[config.mk]
export PLATFORM = sky130hd
export DESIGN_NAME = digit_template_matcher
export DESIGN_NICKNAME = d
export VERILOG_FILES = /design/src/rtl/numrecog_pkg.sv /design/src/rtl/digit_template_matcher_row_match_count.sv /design/src/rtl/digit_template_matcher.sv
export SDC_FILE = /design/constraint.sdc
export NUM_CORES = 1
export LEC_CHECK = 0
export CORE_MARGIN = 8
export CORE_UTILIZATION = 36
export CTS_CLUSTER_SIZE = 10
export DETAILED_ROUTE_END_ITERATION = 7
export PLACE_DENSITY = 0.72
export SLEW_MARGIN = 20
export SYNTH_ARGS = -nofsm -noshare
export SYNTH_HDL_FRONTEND = slang
export SYNTH_HIERARCHICAL = 1
export SYNTH_SLANG_ARGS = --single-unit
export TNS_END_PERCENT = 20
[constraint.sdc]
create_clock -name clk -period 2.9 [get_ports clk]
set_clock_uncertainty 0.05 [all_clocks]
set_input_delay 0.725 -clock clk [delete_from_list [all_inputs] [get_ports clk]]
set_output_delay 0.725 -clock clk [all_outputs]
set_load 0.005 [all_outputs]
[src/rtl/numrecog_pkg.sv]
// Shared definitions for the number-recognition datapath: row geometry,
// score width and the matcher's FSM state encoding.
package numrecog_pkg;

  localparam int ROW_W    = 16;
  localparam int NUM_ROWS = 16;
  localparam int SCORE_W  = 9;
  localparam int PC_W     = 5;

  typedef enum logic [1:0] {
    IDLE = 2'd0,
    SCAN = 2'd1,
    DONE = 2'd2
  } state_e;

endpackage

[src/rtl/digit_template_matcher_row_match_count.sv]
// Count of agreeing pixels between one template row and one image row.
module row_match_count
  import numrecog_pkg::*;
(
  input  logic [ROW_W-1:0] tmpl_row,
  input  logic [ROW_W-1:0] img_row,
  output logic [PC_W-1:0]  pc
);

  logic [ROW_W-1:0] agree;

  assign agree = ~(tmpl_row ^ img_row);

  always_comb begin
    pc = '0;
    for (int i = 0; i < ROW_W; i++) pc = pc + PC_W'(agree[i]);
  end

endmodule

[src/rtl/digit_template_matcher.sv]
// Scans all digit templates row by row against the image buffer and
// reports the digit with the highest bit-agreement score.
module digit_template_matcher
  import numrecog_pkg::*;
#(
  parameter int NUM_DIGITS = 10,
  parameter int MIN_SCORE  = 200
) (
  input  logic                clk,
  input  logic                rst_n,
  input  logic                start,
  output logic [3:0]          tmpl_sel,
  output logic [3:0]          tmpl_addr,
  input  logic [ROW_W-1:0]    tmpl_row,
  output logic [3:0]          img_addr,
  input  logic [ROW_W-1:0]    img_row,
  output logic                busy,
  output logic                done,
  output logic [3:0]          result_digit,
  output logic [SCORE_W-1:0]  result_score,
  output logic                result_valid
);

  state_e               state;
  logic [3:0]           dig_cnt;
  logic [3:0]           row_cnt;
  logic [SCORE_W-1:0]   acc;
  logic [SCORE_W-1:0]   best;
  logic [3:0]           best_dig;
  logic [PC_W-1:0]      pc;
  logic [SCORE_W-1:0]   sum;
  logic                 last_row;
  logic                 last_dig;

  row_match_count u_match (
    .tmpl_row (tmpl_row),
    .img_row  (img_row),
    .pc       (pc)
  );

  assign sum      = acc + SCORE_W'(pc);
  assign last_row = (row_cnt == 4'(NUM_ROWS - 1));
  assign last_dig = (dig_cnt == 4'(NUM_DIGITS - 1));

  // Addresses come straight from the counters so the ROM sees them at the
  // start of the cycle and its row is consumed in the same cycle.
  assign tmpl_sel  = dig_cnt;
  assign tmpl_addr = row_cnt;
  assign img_addr  = row_cnt;
  assign busy      = (state != IDLE);

  always_ff @(posedge clk or negedge rst_n) begin
    if (!rst_n) begin
      state        <= IDLE;
      dig_cnt      <= '0;
      row_cnt      <= '0;
      acc          <= '0;
      best         <= '0;
      best_dig     <= '0;
      done         <= 1'b0;
      result_digit <= '0;
      result_score <= '0;
      result_valid <= 1'b0;
    end else begin
      done <= 1'b0;
      case (state)
        IDLE: begin
          if (start) begin
            state    <= SCAN;
            dig_cnt  <= '0;
            row_cnt  <= '0;
            acc      <= '0;
            best     <= '0;
            best_dig <= '0;
          end
        end
        SCAN: begin
          if (!last_row) begin
            acc     <= sum;
            row_cnt <= row_cnt + 4'd1;
          end else begin
            // Strict compare: on a tie the earlier (lower) digit is kept.
            if (dig_cnt == 4'd0 || sum > best) begin
              best     <= sum;
              best_dig <= dig_cnt;
            end
            acc     <= '0;
            row_cnt <= '0;
            if (last_dig) state   <= DONE;
            else          dig_cnt <= dig_cnt + 4'd1;
          end
        end
        DONE: begin
          done         <= 1'b1;
          result_digit <= best_dig;
          result_score <= best;
          result_valid <= ({1'b0, best} >= 10'(MIN_SCORE));
          state        <= IDLE;
        end
        default: state <= IDLE;
      endcase
    end
  end

endmodule

==> results of run 1 <==
==> stage by stage <==
step / setup slack, ns / std cells / cell area, sq um
after floorplan: -3.10 / 310 / 3170
after global placement: -3.66 / 491 / 4030
after detailed placement: -3.81 / 491 / 4030
after CTS: -3.17 / 499 / 4270
after global routing: -3.25 / 500 / 4290
final: -3.01 / 500 / 4290
==> cells in the final DEF (no fill, tap or decap), types with 5 or more instances in the layout <==
cell / count
sky130_fd_sc_hd__ha_1: 16
sky130_fd_sc_hd__nand2_1: 33
sky130_fd_sc_hd__buf_6: 6
sky130_fd_sc_hd__a21oi_1: 8
sky130_fd_sc_hd__dfrtp_1: 47
sky130_fd_sc_hd__clkbuf_2: 9
sky130_fd_sc_hd__mux2i_1: 13
sky130_fd_sc_hd__clkbuf_8: 5
sky130_fd_sc_hd__o21ai_1: 18
sky130_fd_sc_hd__nand2b_1: 5
sky130_fd_sc_hd__xnor2_1: 9
sky130_fd_sc_hd__buf_2: 6
sky130_fd_sc_hd__a22o_1: 8
sky130_fd_sc_hd__nand4_1: 7
sky130_fd_sc_hd__nor2_1: 5
sky130_fd_sc_hd__nor2b_1: 5
sky130_fd_sc_hd__buf_4: 25
sky130_fd_sc_hd__nand3_1: 5
sky130_fd_sc_hd__clkdlybuf4s50_1: 43
sky130_fd_sc_hd__a21oi_2: 5
sky130_fd_sc_hd__xnor2_2: 8
sky130_fd_sc_hd__ha_4: 5
sky130_fd_sc_hd__inv_2: 6
sky130_fd_sc_hd__a21o_1: 6
sky130_fd_sc_hd__inv_1: 24
sky130_fd_sc_hd__fa_1: 9
==> registers in the layout, summed over array words and instances (netlist names) <==
signal	count
best	9
state	2
result_valid	1
result_digit	4
done	1
result_score	9
acc	9
img_addr	4
tmpl_sel	4
best_dig	4
==> how the worst max path moves through the flow <==
stage | start | endpoint | slack (ns) | cells after the start
final | img_row[5] | best[5] | -3.01 | 22
after global routing | img_row[5] | best[6] | -3.25 | 22
after CTS | tmpl_row[3] | best[7] | -3.17 | 23
after detailed placement | img_row[9] | best[7] | -3.81 | 22
after global placement | img_row[9] | best[8] | -3.66 | 21
after floorplan | img_row[9] | best[1] | -3.10 | 20
==> per-layer routing <==
layer	up-vias	track usage (%)	routed length [microns]
met5	-	0	0
li1	1222	-	-
met1	1190	15.9	3200
met2	74	22.5	3560
met4	0	4.11	105
met3	9	3.37	476
==> worst reg2reg max path, stage by stage, from the launching register on <==
cell                        delay, ns
sky130_fd_sc_hd__dfrtp_1         0.43
sky130_fd_sc_hd__ha_4            0.19
sky130_fd_sc_hd__fa_2            0.36
sky130_fd_sc_hd__a21o_1          0.21
sky130_fd_sc_hd__a2bb2oi_4       0.21
sky130_fd_sc_hd__o211ai_1        0.13
sky130_fd_sc_hd__ha_1            0.31
sky130_fd_sc_hd__nand4_1         0.15
sky130_fd_sc_hd__nor2_2          0.17
sky130_fd_sc_hd__a41oi_2         0.16
sky130_fd_sc_hd__o31ai_4         0.12
sky130_fd_sc_hd__buf_6           0.19
sky130_fd_sc_hd__mux2i_1         0.21
==> kinds of logic after synthesis <==
logic type / after synthesis
and+or+nand+nor: 72
AOI/OAI and AO/OA: 71
DFF: 47
buffers and inverters: 46
adders and majority gates: 34
xor gates and xnor gates: 24
muxes: 16
==> layout make-up <==
class / count / share of cell area (%)
Sequential cell: 47 / 27.4
Inverter: 30 / 2.63
Timing Repair Buffer: 90 / 18.0
Multi-Input combinational cell: 217 / 46.1
Clock inverter: 3 / 1.08
Tap cell: 108 / 3.15
Clock buffer: 5 / 1.61
==> what timing repair did <==
action                     in CTS  in global routing
setup buffers                   1                  1
cloned                          0                  0
gates resized for setup        72                 26
pin swaps                      34                 25
setup endpoints to repair      22                 22
==> impl_metrics.env, run 1 <==
export IMPL_outcome="finished, violations left"
export IMPL_violated_checks="setup timing"
export IMPL_grt_antenna_before_repair=0
export IMPL_max_cap_violations=0
export IMPL_yosysWarnings=6
export IMPL_tightestPinTransition_ns=0.666
export IMPL_postRouteWirelength_mm=7.34
export IMPL_criticalPathCategory="primary input to flip-flop"
export IMPL_setup_violations_final=22
export IMPL_detail_route_drc_violations=0
export IMPL_dpl_hpwl_mm=5.80
export IMPL_critPathBufInv=5
export IMPL_routed_wire_length_per_instance_microns=14.7
export IMPL_edff_count_synth=0
export IMPL_cts_hold_repair_buffers=0
export IMPL_n_fill_cell=785
export IMPL_cp_startpoint_kind="primary input"
export IMPL_slowest_delay_ns=0.57
export IMPL_clock_tree_root_cell="sky130_fd_sc_hd__clkbuf_8"
export IMPL_max_slew_margin_rel_pct=55.5
export IMPL_ys_ff_latch=47
export IMPL_post_route_utilization_pct=50.1
export IMPL_critPathSlowestCell="sky130_fd_sc_hd__fa_1"
export IMPL_muxShareOfSynthArea_pct=5.23
export IMPL_top_level_ports=63
export IMPL_final_antenna_net_count=0
export IMPL_post_synth_top_count_cell="sky130_fd_sc_hd__dfrtp_1"
export IMPL_routed_via_density=4.99
export IMPL_grt_first_pass_wirelength_mm=12.8
export IMPL_async_reset_ff_share_pct=100
export IMPL_synth_top_family_by_area="adder cells"
export IMPL_syn_inst=310
export IMPL_die_height_microns=109
export IMPL_clkTransAtPathRegs_ns=0.09
export IMPL_seqCellArea_sq_um=1180
export IMPL_rsz0062_at_grt="yes"
export IMPL_initialDrtViolationCount=90
export IMPL_worstHoldPathType="primary input to asynchronous set/reset pin"
export IMPL_grt_pass1_vias=2694
export IMPL_postLayoutSetupSlackWorst_ns=-3.01
export IMPL_synth_lib_cells_used_distinct=47
export IMPL_holdWs_ns=0.345
export IMPL_path_delay_family="adder cells"
export IMPL_finalWorstPathRequiredPeriod_ns=5.91
export IMPL_grt_max_degree=27
export IMPL_achievable_frequency_mhz=169
export IMPL_fraction_of_final_layout_cells_sized_beyond_drive_strength_1_pct=25.8
export IMPL_post_synth_fa_ha_maj_area_fraction_pct=16.3
export IMPL_synth_seq_area_share_pct=37.8
export IMPL_detailroute_via_count=2495
export IMPL_clock_buffer_count_from_cts=5
export IMPL_reg2reg_slack_ns=-0.07
export IMPL_setup_tns_ns=-54.75
export IMPL_worstPathRequired_ns=3.07
export IMPL_worstRegToRegCells=12
export IMPL_clock_tree_from_tritoncts="done"
export IMPL_yosys_area_top_type_share_pct=37.8
export IMPL_synth_simple_gate_area_share_pct=11.5
export IMPL_synth_top_flop_cell="sky130_fd_sc_hd__dfrtp_1"
export IMPL_htree_levels=2
export IMPL_core_rowCount=34
export IMPL_grt_overflow_total=0
export IMPL_worstPathCellList="buf_6, xor2_2, fa_1, fa_1, inv_2, fa_1, fa_1, ha_4, inv_2, fa_2, inv_2, fa_2, a21o_1, a2bb2oi_4, o211ai_1, ha_1, nand4_1, nor2_2, a41oi_2, o31ai_4, buf_6, mux2i_1"
export IMPL_clock_sinks=47
export IMPL_final_min_period_over_clock_period_pct=204
export IMPL_area_growth_syn_to_layout_pct=37.8
export IMPL_synth_area_top_cells="sky130_fd_sc_hd__dfrtp_1 (38%), sky130_fd_sc_hd__ha_1 (9.2%), sky130_fd_sc_hd__fa_1 (7.1%)"
export IMPL_nNetsFinal=460
export IMPL_critical_path_reg2reg_endpoint="best[5]"
export IMPL_clkLatencyLatePin_ns=0.30
export IMPL_critical_path_peak_fanout=7
export IMPL_diodes=0
export IMPL_timing_rr_start="acc[0]"
export IMPL_io_port_bufs=62
export IMPL_biggest_area_consumer_among_synthesized_cells="sky130_fd_sc_hd__dfrtp_1"
export IMPL_finalMaxSlewViolations=0
export IMPL_multi_input_area_sq_um=1980
export IMPL_cp_end_kind="flip-flop"
export IMPL_chipWidth_microns=109
export IMPL_fp_dieArea_sq_um=11900
export IMPL_post_synth_most_frequent_cells="sky130_fd_sc_hd__dfrtp_1 (47), sky130_fd_sc_hd__nand2_1 (33), sky130_fd_sc_hd__inv_1 (29), sky130_fd_sc_hd__ha_1 (23), sky130_fd_sc_hd__o21ai_1 (20)"
export IMPL_clock_tree_buffer_depth=2
export IMPL_hold_viol_final=0
export IMPL_synth_area_per_cell_sq_um=10.0
export IMPL_worst_path_most_repeated_cell="sky130_fd_sc_hd__fa_1"
export IMPL_core_area_sq_um=8550
export IMPL_overall_global_routing_usage_pct=13.2
export IMPL_detail_route_first_pass_iterations=4
export IMPL_post_synth_instance_area_sq_um=3110
export IMPL_critPathArrivalTime_ns=6.08
export IMPL_placer_congestion_estimate=0.859
export IMPL_synth_compound_area_share_pct=15.8
export IMPL_synth_xor_area_share_pct=6.76
export IMPL_mappedNetlistNets=379
export IMPL_floorplan_initialDensity_pct=36.4
Power of run 1 is not shown: default switching activity piles up to over one toggle a cycle in this logic, so the estimate is an artifact.
==> run 2: changes to the inputs <==
--- a/config.mk
+++ b/config.mk
@@ -5,11 +5,12 @@
 export SDC_FILE = /design/constraint.sdc
 export NUM_CORES = 1
 export LEC_CHECK = 0
-export CORE_MARGIN = 8
 export CORE_UTILIZATION = 36
 export CTS_CLUSTER_SIZE = 10
 export DETAILED_ROUTE_END_ITERATION = 7
+export GPL_TIMING_DRIVEN = 0
 export PLACE_DENSITY = 0.72
+export SKIP_CTS_REPAIR_TIMING = 1
 export SLEW_MARGIN = 20
 export SYNTH_ARGS = -nofsm -noshare
 export SYNTH_HDL_FRONTEND = slang
==> impl_metrics.env, run 2 (synthesis gave the netlist of run 1 again) <==
export IMPL_overall_global_routing_usage_pct=15.7
export IMPL_slowest_delay_ns=0.56
export IMPL_clock_tree_root_cell="sky130_fd_sc_hd__clkbuf_8"
export IMPL_grt_pass1_vias=2442
export IMPL_clock_sinks=47
export IMPL_wl_met2_mm=3.71
export IMPL_grt_first_pass_wirelength_mm=11.0
export IMPL_critical_path_reg2reg_endpoint="best[0]"
export IMPL_finalWorstPathRequiredPeriod_ns=6.12
export IMPL_placer_congestion_estimate=0.775
export IMPL_critical_path_peak_fanout=3
export IMPL_cp_startpoint_kind="primary input"
export IMPL_critPathBufInv=6
export IMPL_area_growth_syn_to_layout_pct=39.1
export IMPL_grt_max_degree=25
export IMPL_final_antenna_net_count=0
export IMPL_htree_levels=2
export IMPL_detail_route_first_pass_iterations=4
export IMPL_max_slew_margin_rel_pct=61.9
export IMPL_met3_length_microns=308
export IMPL_setup_violations_final=22
export IMPL_nNetsFinal=462
export IMPL_n_fill_cell=725
export IMPL_worstHoldPathType="primary input to asynchronous set/reset pin"
export IMPL_cp_end_kind="flip-flop"
export IMPL_violated_checks="setup timing"
export IMPL_top_level_ports=63
export IMPL_top_regs="acc (9), best (9), result_score (9)"
export IMPL_timing_rr_start="acc[0]"
export IMPL_dr_max_layer_used="met4"
export IMPL_mostFrequentLayoutCells="sky130_fd_sc_hd__dfrtp_1 (47), sky130_fd_sc_hd__clkdlybuf4s50_1 (43), sky130_fd_sc_hd__nand2_1 (33)"
export IMPL_clock_tree_from_tritoncts="done"
export IMPL_outcome="finished, violations left"
export IMPL_grt_overflow_total=0
export IMPL_clock_buffer_count_from_cts=5
export IMPL_routedLengthMet1_mm=2.94
export IMPL_final_min_period_over_clock_period_pct=211
export IMPL_floorplan_initialDensity_pct=37.5
export IMPL_postLayoutSetupSlackWorst_ns=-3.22
export IMPL_detail_route_drc_violations=0
export IMPL_hold_viol_final=0
export IMPL_clock_tree_buffer_depth=2
export IMPL_critPathSlowestCell="sky130_fd_sc_hd__fa_1"
export IMPL_grt_antenna_before_repair=0
export IMPL_tightestPinTransition_ns=0.571
export IMPL_io_port_bufs=62
export IMPL_fp_dieArea_sq_um=9020
export IMPL_max_cap_violations=0
export IMPL_path_delay_family="adder cells"
export IMPL_worstPathCellList="buf_6, xnor2_2, fa_1, inv_2, fa_1, inv_2, fa_1, fa_1, ha_2, inv_2, fa_2, inv_2, fa_2, a21o_1, a2bb2oi_4, o211ai_1, ha_1, nand4_1, nor2_1, a41oi_2, o31ai_4, buf_6, mux2_4"
export IMPL_die_height_microns=95.0
export IMPL_critPathArrivalTime_ns=6.26
export IMPL_detailroute_via_count=2560
export IMPL_core_area_sq_um=8300
export IMPL_postRouteWirelength_mm=7.05
export IMPL_routed_via_density=5.13
export IMPL_layout_commonest_cell="sky130_fd_sc_hd__dfrtp_1"
export IMPL_achievable_frequency_mhz=163
export IMPL_final_cell_count_no_fill=499
export IMPL_routed_wire_length_per_instance_microns=14.1
export IMPL_worstPathRequired_ns=3.04
export IMPL_criticalPathCategory="primary input to flip-flop"
export IMPL_post_place_cells=478
export IMPL_clkTransAtPathRegs_ns=0.08
export IMPL_fraction_of_final_layout_cells_sized_beyond_drive_strength_1_pct=20.8
export IMPL_dpl_hpwl_mm=5.11
export IMPL_diodes=0
export IMPL_initialDrtViolationCount=103
export IMPL_finalMaxSlewViolations=0
export IMPL_clkLatencyLatePin_ns=0.30
export IMPL_worstRegToRegCells=12
export IMPL_reg2reg_slack_ns=-0.26
export IMPL_core_rowCount=33
export IMPL_rsz0062_at_grt="yes"
export IMPL_chipWidth_microns=95.0
run 2: cell count changes in the layout (fill, tap and decap cells not counted), moves of 2 or more:
cell                             previous run  this run
sky130_fd_sc_hd__buf_4                     25        15
sky130_fd_sc_hd__nor2_1                     5         7
sky130_fd_sc_hd__clkbuf_8                   5         7
sky130_fd_sc_hd__dlymetal6s2s_1             0        11
sky130_fd_sc_hd__clkbuf_1                   0         7
sky130_fd_sc_hd__clkbuf_2                   9         5
sky130_fd_sc_hd__ha_1                      16        18
sky130_fd_sc_hd__ha_4                       5         3
sky130_fd_sc_hd__buf_2                      6         3
run 2: stage by stage:
stage | setup TNS [ns] | setup slack (ns) | instance area (sq um) | util [%] | hold WS, ns
2_1_floorplan | -55.94 | -3.10 | 3170 | - | 0.379
3_3_place_gp | -84.44 | -3.91 | 3920 | 47.2 | 0.417
3_5_place_dp | -74.60 | -4.08 | 3940 | 47.4 | 0.415
4_1_cts | -66.93 | -3.73 | 4040 | 48.7 | 0.360
5_1_grt | -61.51 | -3.41 | 4330 | 52.2 | 0.392
6_report | -57.48 | -3.22 | 4330 | 52.2 | 0.355
run 2: final cells by class:
type / count / area [sq um] / share of cell area [%]
clock inverters: 1 / 7.51 / 0.173
multi-input cells: 217 / 1970 / 45.4
plain buffers: 16 / 98.8 / 2.28
repair buffers: 76 / 739 / 17.1
clock buffers: 7 / 96.3 / 2.23
inverters: 30 / 113 / 2.60
well taps: 105 / 131 / 3.03
flip-flops and latches: 47 / 1180 / 27.2
run 2: worst reg2reg max path: cells and delay by family, from the launching register on:
family	cells	cell delay (ns)
buf+inv	1	0.15
fa+ha+maj	3	1.02
flops	1	0.40
compound gates	5	0.85
mux	1	0.29
simple gates	2	0.30
run 2: worst max-delay path by stage:
| stage | slack (ns) | startpoint | to | cells past startpoint |
|---|---|---|---|---|
| 6_report | -3.22 | tmpl_row[0] | best[0] | 23 |
| 5_1_grt | -3.41 | tmpl_row[0] | best[0] | 23 |
| 4_1_cts | -3.73 | tmpl_row[7] | best[3] | 21 |
| 3_5_place_dp | -4.08 | tmpl_row[7] | best[3] | 21 |
| 3_3_place_gp | -3.91 | img_row[9] | best[5] | 21 |
| 2_1_floorplan | -3.10 | img_row[9] | best[1] | 20 |
run 2: routing by layer:
metal	track usage [%]	up-vias
li1	-	1229
met1	19.3	1250
met2	27.8	73
met3	2.82	8
met4	4.80	0
met5	0	-
Power of run 2 is left out for the same reason.
==> run 3: changes to the inputs <==
--- a/config.mk
+++ b/config.mk
@@ -5,15 +5,15 @@
 export SDC_FILE = /design/constraint.sdc
 export NUM_CORES = 1
 export LEC_CHECK = 0
-export CORE_UTILIZATION = 36
+export CORE_UTILIZATION = 45
 export CTS_CLUSTER_SIZE = 10
 export DETAILED_ROUTE_END_ITERATION = 7
 export GPL_TIMING_DRIVEN = 0
-export PLACE_DENSITY = 0.72
+export PLACE_DENSITY = 0.84
 export SKIP_CTS_REPAIR_TIMING = 1
 export SLEW_MARGIN = 20
 export SYNTH_ARGS = -nofsm -noshare
 export SYNTH_HDL_FRONTEND = slang
 export SYNTH_HIERARCHICAL = 1
 export SYNTH_SLANG_ARGS = --single-unit
-export TNS_END_PERCENT = 20
+export TNS_END_PERCENT = 30
==> impl_metrics.env, run 3 (synthesis gave the netlist of run 1 again) <==
export IMPL_core_rowCount=29
export IMPL_grt_max_degree=34
export IMPL_worstPathRequired_ns=3.08
export IMPL_max_slew_margin_rel_pct=66.3
export IMPL_max_cap_violations=0
export IMPL_clkTransAtPathRegs_ns=0.09
export IMPL_mostFrequentLayoutCells="sky130_fd_sc_hd__dfrtp_1 (47), sky130_fd_sc_hd__clkdlybuf4s50_1 (43), sky130_fd_sc_hd__nand2_1 (33)"
export IMPL_violated_checks="setup timing"
export IMPL_dpl_hpwl_mm=5.11
export IMPL_rsz0062_at_grt="yes"
export IMPL_area_growth_syn_to_layout_pct=36.9
export IMPL_critPathArrivalTime_ns=6.35
export IMPL_clkLatencyLatePin_ns=0.31
export IMPL_detailroute_via_count=2541
export IMPL_finalWorstPathRequiredPeriod_ns=6.17
export IMPL_clock_tree_from_tritoncts="done"
export IMPL_final_min_period_over_clock_period_pct=213
export IMPL_n_fill_cell=482
export IMPL_grt_first_pass_wirelength_mm=10.9
export IMPL_top_level_ports=63
export IMPL_finalMaxSlewViolations=0
export IMPL_placer_congestion_estimate=0.888
export IMPL_grt_overflow_total=0
export IMPL_routed_wire_length_per_instance_microns=15.5
export IMPL_clock_buffer_count_from_cts=5
export IMPL_holdWs_ns=0.272
export IMPL_clock_tree_root_cell="sky130_fd_sc_hd__clkbuf_8"
export IMPL_fp_dieArea_sq_um=7250
export IMPL_layout_commonest_cell="sky130_fd_sc_hd__dfrtp_1"
export IMPL_floorplan_initialDensity_pct=47.9
export IMPL_core_area_sq_um=6490
export IMPL_clock_sinks=47
export IMPL_grt_antenna_before_repair=0
export IMPL_grt_pass1_vias=2391
export IMPL_final_antenna_net_count=0
export IMPL_cp_end_kind="flip-flop"
export IMPL_outcome="finished, violations left"
export IMPL_critical_path_peak_fanout=5
export IMPL_criticalPathCategory="primary input to flip-flop"
export IMPL_clock_tree_buffer_depth=2
export IMPL_detail_route_first_pass_iterations=5
export IMPL_nNetsFinal=460
export IMPL_postLayoutSetupSlackWorst_ns=-3.27
export IMPL_tightestPinTransition_ns=0.505
export IMPL_top_regs="acc (9), best (9), result_score (9)"
export IMPL_diodes=0
export IMPL_chipWidth_microns=85.2
export IMPL_cp_startpoint_kind="primary input"
export IMPL_setup_violations_final=22
export IMPL_io_port_bufs=62
export IMPL_die_height_microns=85.2
export IMPL_detail_route_drc_violations=0
export IMPL_worstHoldPathType="primary input to asynchronous set/reset pin"
export IMPL_hold_viol_final=0
export IMPL_achievable_frequency_mhz=162
export IMPL_fraction_of_final_layout_cells_sized_beyond_drive_strength_1_pct=18.9
export IMPL_overall_global_routing_usage_pct=18.7
export IMPL_routed_via_density=5.42
export IMPL_initialDrtViolationCount=121
export IMPL_htree_levels=2
export IMPL_postRouteWirelength_mm=7.27
-- run 3: area by class of cell --
class	instances	area (sq um)	share of cell area [%]
clock buffers	6	82.6	1.94
well taps	77	96.3	2.26
repair buffers	74	749	17.6
multi-input cells	217	1930	45.2
flip-flops and latches	47	1180	27.6
clock inverters	2	16.3	0.382
plain buffers	16	98.8	2.32
inverters	30	113	2.64
-- run 3: path summary, 6_finish.rpt --
kind | start | to | slack, ns | cells after the start
worst max-delay path | tmpl_row[1] | best_dig[3] | -3.27 | 23
worst min-delay path | rst_n | acc[4] | 0.27 | 1
worst max register to register | acc[0] | best_dig[3] | -0.17 | 12
worst min register to register | result_valid | result_valid | 0.44 | 1
max in group asynchronous | rst_n | result_score[2] | 2.03 | 2
min in group clk | result_valid | result_valid | 0.44 | 1
-- run 3: metrics by stage --
step | worst slack [ns] | util, % | area, sq um | cells | TNS [ns]
after floorplan | -3.10 | - | 3170 | 310 | -55.94
after global placement | -3.90 | 59.8 | 3880 | 449 | -80.83
after detailed placement | -4.03 | 60.0 | 3900 | 450 | -74.23
after CTS | -3.72 | 61.6 | 4000 | 458 | -67.32
after global routing | -3.46 | 65.6 | 4260 | 469 | -63.11
final | -3.27 | 65.6 | 4260 | 469 | -59.59
-- run 3: worst max-delay path: stages --
cell,delay (ns)
sky130_fd_sc_hd__buf_6,0.09
sky130_fd_sc_hd__xnor2_2,0.13
sky130_fd_sc_hd__fa_1,0.55
sky130_fd_sc_hd__inv_2,0.04
sky130_fd_sc_hd__fa_1,0.59
sky130_fd_sc_hd__inv_2,0.05
sky130_fd_sc_hd__fa_1,0.49
sky130_fd_sc_hd__fa_1,0.52
sky130_fd_sc_hd__ha_2,0.18
sky130_fd_sc_hd__inv_2,0.04
sky130_fd_sc_hd__fa_2,0.52
sky130_fd_sc_hd__inv_2,0.06
sky130_fd_sc_hd__fa_2,0.39
sky130_fd_sc_hd__a21o_1,0.21
sky130_fd_sc_hd__a21oi_2,0.18
sky130_fd_sc_hd__xnor2_2,0.16
sky130_fd_sc_hd__ha_1,0.32
sky130_fd_sc_hd__nand3_2,0.12
sky130_fd_sc_hd__o21bai_1,0.13
sky130_fd_sc_hd__a31oi_2,0.13
sky130_fd_sc_hd__o31ai_4,0.32
sky130_fd_sc_hd__buf_6,0.19
sky130_fd_sc_hd__mux2i_1,0.20
-- run 3: per-layer routing --
layer | global-route usage (%) | wire (microns)
met4 | 4.93 | 131
met3 | 2.43 | 224
met5 | 0 | 0
met1 | 24.3 | 2990
met2 | 33.0 | 3920
Power of run 3 is left out for the same reason.
==> RTL edit: new RTL, config.mk and constraints of run 2 <==
One comparison of `dig_cnt` changes from == to >=.
--- a/src/rtl/digit_template_matcher.sv
+++ b/src/rtl/digit_template_matcher.sv
@@ -42,3 +42,3 @@
   assign last_row = (row_cnt == 4'(NUM_ROWS - 1));
-  assign last_dig = (dig_cnt == 4'(NUM_DIGITS - 1));
+  assign last_dig = (dig_cnt >= 4'(NUM_DIGITS - 1));
 
Function: no difference found for any inputs over 10 cycles, from zero or initial values and one cycle with rst_n low; that may be too few to reach the edited logic, so the function may still have changed.
==> RTL edit against run 2 <==
  * Critical path type unchanged
  * Sequential cell count did not move
  * Area after synthesis fell by 4.4%
  * Synthesized cell count fell by 9.4%
  * Cell area fell by 5.1%
  * Routed wire length fell by 9.5%
  * Critical endpoint is now best_dig[3]$_DFFE_PN0P_
  * The run still ends with setup timing left
  * Hold slack got worse by 56 ps
  * Largest cell class unchanged
  * Worst setup slack got worse by 340 ps
Power is not shown: default switching activity piles up to over one toggle a cycle in this logic, so the estimate is an artifact.
==> RTL edit: results (changes against run 2) <==
Parameter                              Value

Run status
  Result of the run    complete, but fails checks
  Violated checks    setup timing

Placed design
  Post-placement cell count    446 (-6.7%)
  Post-detailed-placement cell area    0.00378 mm2 (-3.9%)
  Worst slack at placement    -4320 ps (-249 ps)
  Half-perimeter wire length after detailed placement    4910 um (-4.0%)

STA
  Least setup slack across all paths after layout    -3570 ps (-343 ps)
  Final hold slack    300 ps (-55.6 ps)
  Slew at the pin closest to its max-slew limit    507 ps (-63.6 ps)
  Final setup violation count    22 (unchanged)
  Final-layout setup total negative slack    -62680 ps (-5200 ps)

Drt
  Number of vias in the routed layout    2339 (-8.6%)
  Vias per Instance    5.07 (-1.1%)
  Number of design-rule violations left by the first detailed-router iteration    93 (-9.7%)

Synth
  Mux share of post-synthesis cell area    2.23% (-3.0 points)
  Synth top area share    39.5% (+1.7 points)
  Unique cell type count in the Yosys netlist    49 (+4.3%)
  Dominant cells by area after synthesis    dfrtp_1 (40%), ha_1 (10%), fa_1 (7.4%), xnor2_1 (5.0%), a32o_1 (4.4%)
  Post-Synth XOR/XNOR Area    6.77% (+0.018 points)
  Synth Area in Compound Gates    18.2% (+2.4 points)
  Commonest cells in the netlist    dfrtp_1 (47), inv_1 (28), ha_1 (24)

Global route
  Total Routing Usage GR    15.4% (-0.36 points)
  Pin count of the biggest net entering global routing    31 (+24%)
  Wire length of the first global-routing pass    10500 um (-4.4%)

Worst setup path
  Critical Path Start    tmpl_row[7]
  Cell count of the worst reg-to-reg path    13 (+1)
  Endpoint arrival time on the critical path    6620 ps (+360 ps)
  Slowest stage delay, CP    590 ps (+30 ps)

Final layout
  Layout net count    428 (-7.4%)
  Fraction of layout cells with a size suffix above 1    17.3% (-3.5 points)
RTL edit: cell count changes after synthesis, sizes merged, moves of 3 or more:
| cell | run 2 | this run |
|---|---|---|
| a32o | 1 | 13 |
| buf | 9 | 6 |
| mux2 | 2 | 5 |
| mux2i | 14 | 1 |
| nand2 | 33 | 17 |
| nand4 | 7 | 3 |
| nand4b | 3 | 0 |
| nor2b | 5 | 2 |
| o211ai | 3 | 0 |
| o21ai | 23 | 20 |
| or2 | 0 | 3 |
RTL edit: layout make-up:
type                            count  area (um2)
Tap cell                          102         128
Clock inverter                      3        46.3
Clock buffer                        5        68.8
Fill cell                         709        3740
Multi-Input combinational cell    193        1780
Buffer                             13        75.1
Sequential cell                    47        1180
Inverter                           28         105
Timing Repair Buffer               70         723
RTL edit: routing by layer:
layer | wire [um] | global-route usage (%) | vias to the layer above
li1 | - | - | 1135
met1 | 2780 | 19.9 | 1153
met2 | 3310 | 25.7 | 44
met3 | 237 | 3.45 | 7
met4 | 54 | 4.10 | 0
met5 | 0 | 0 | -
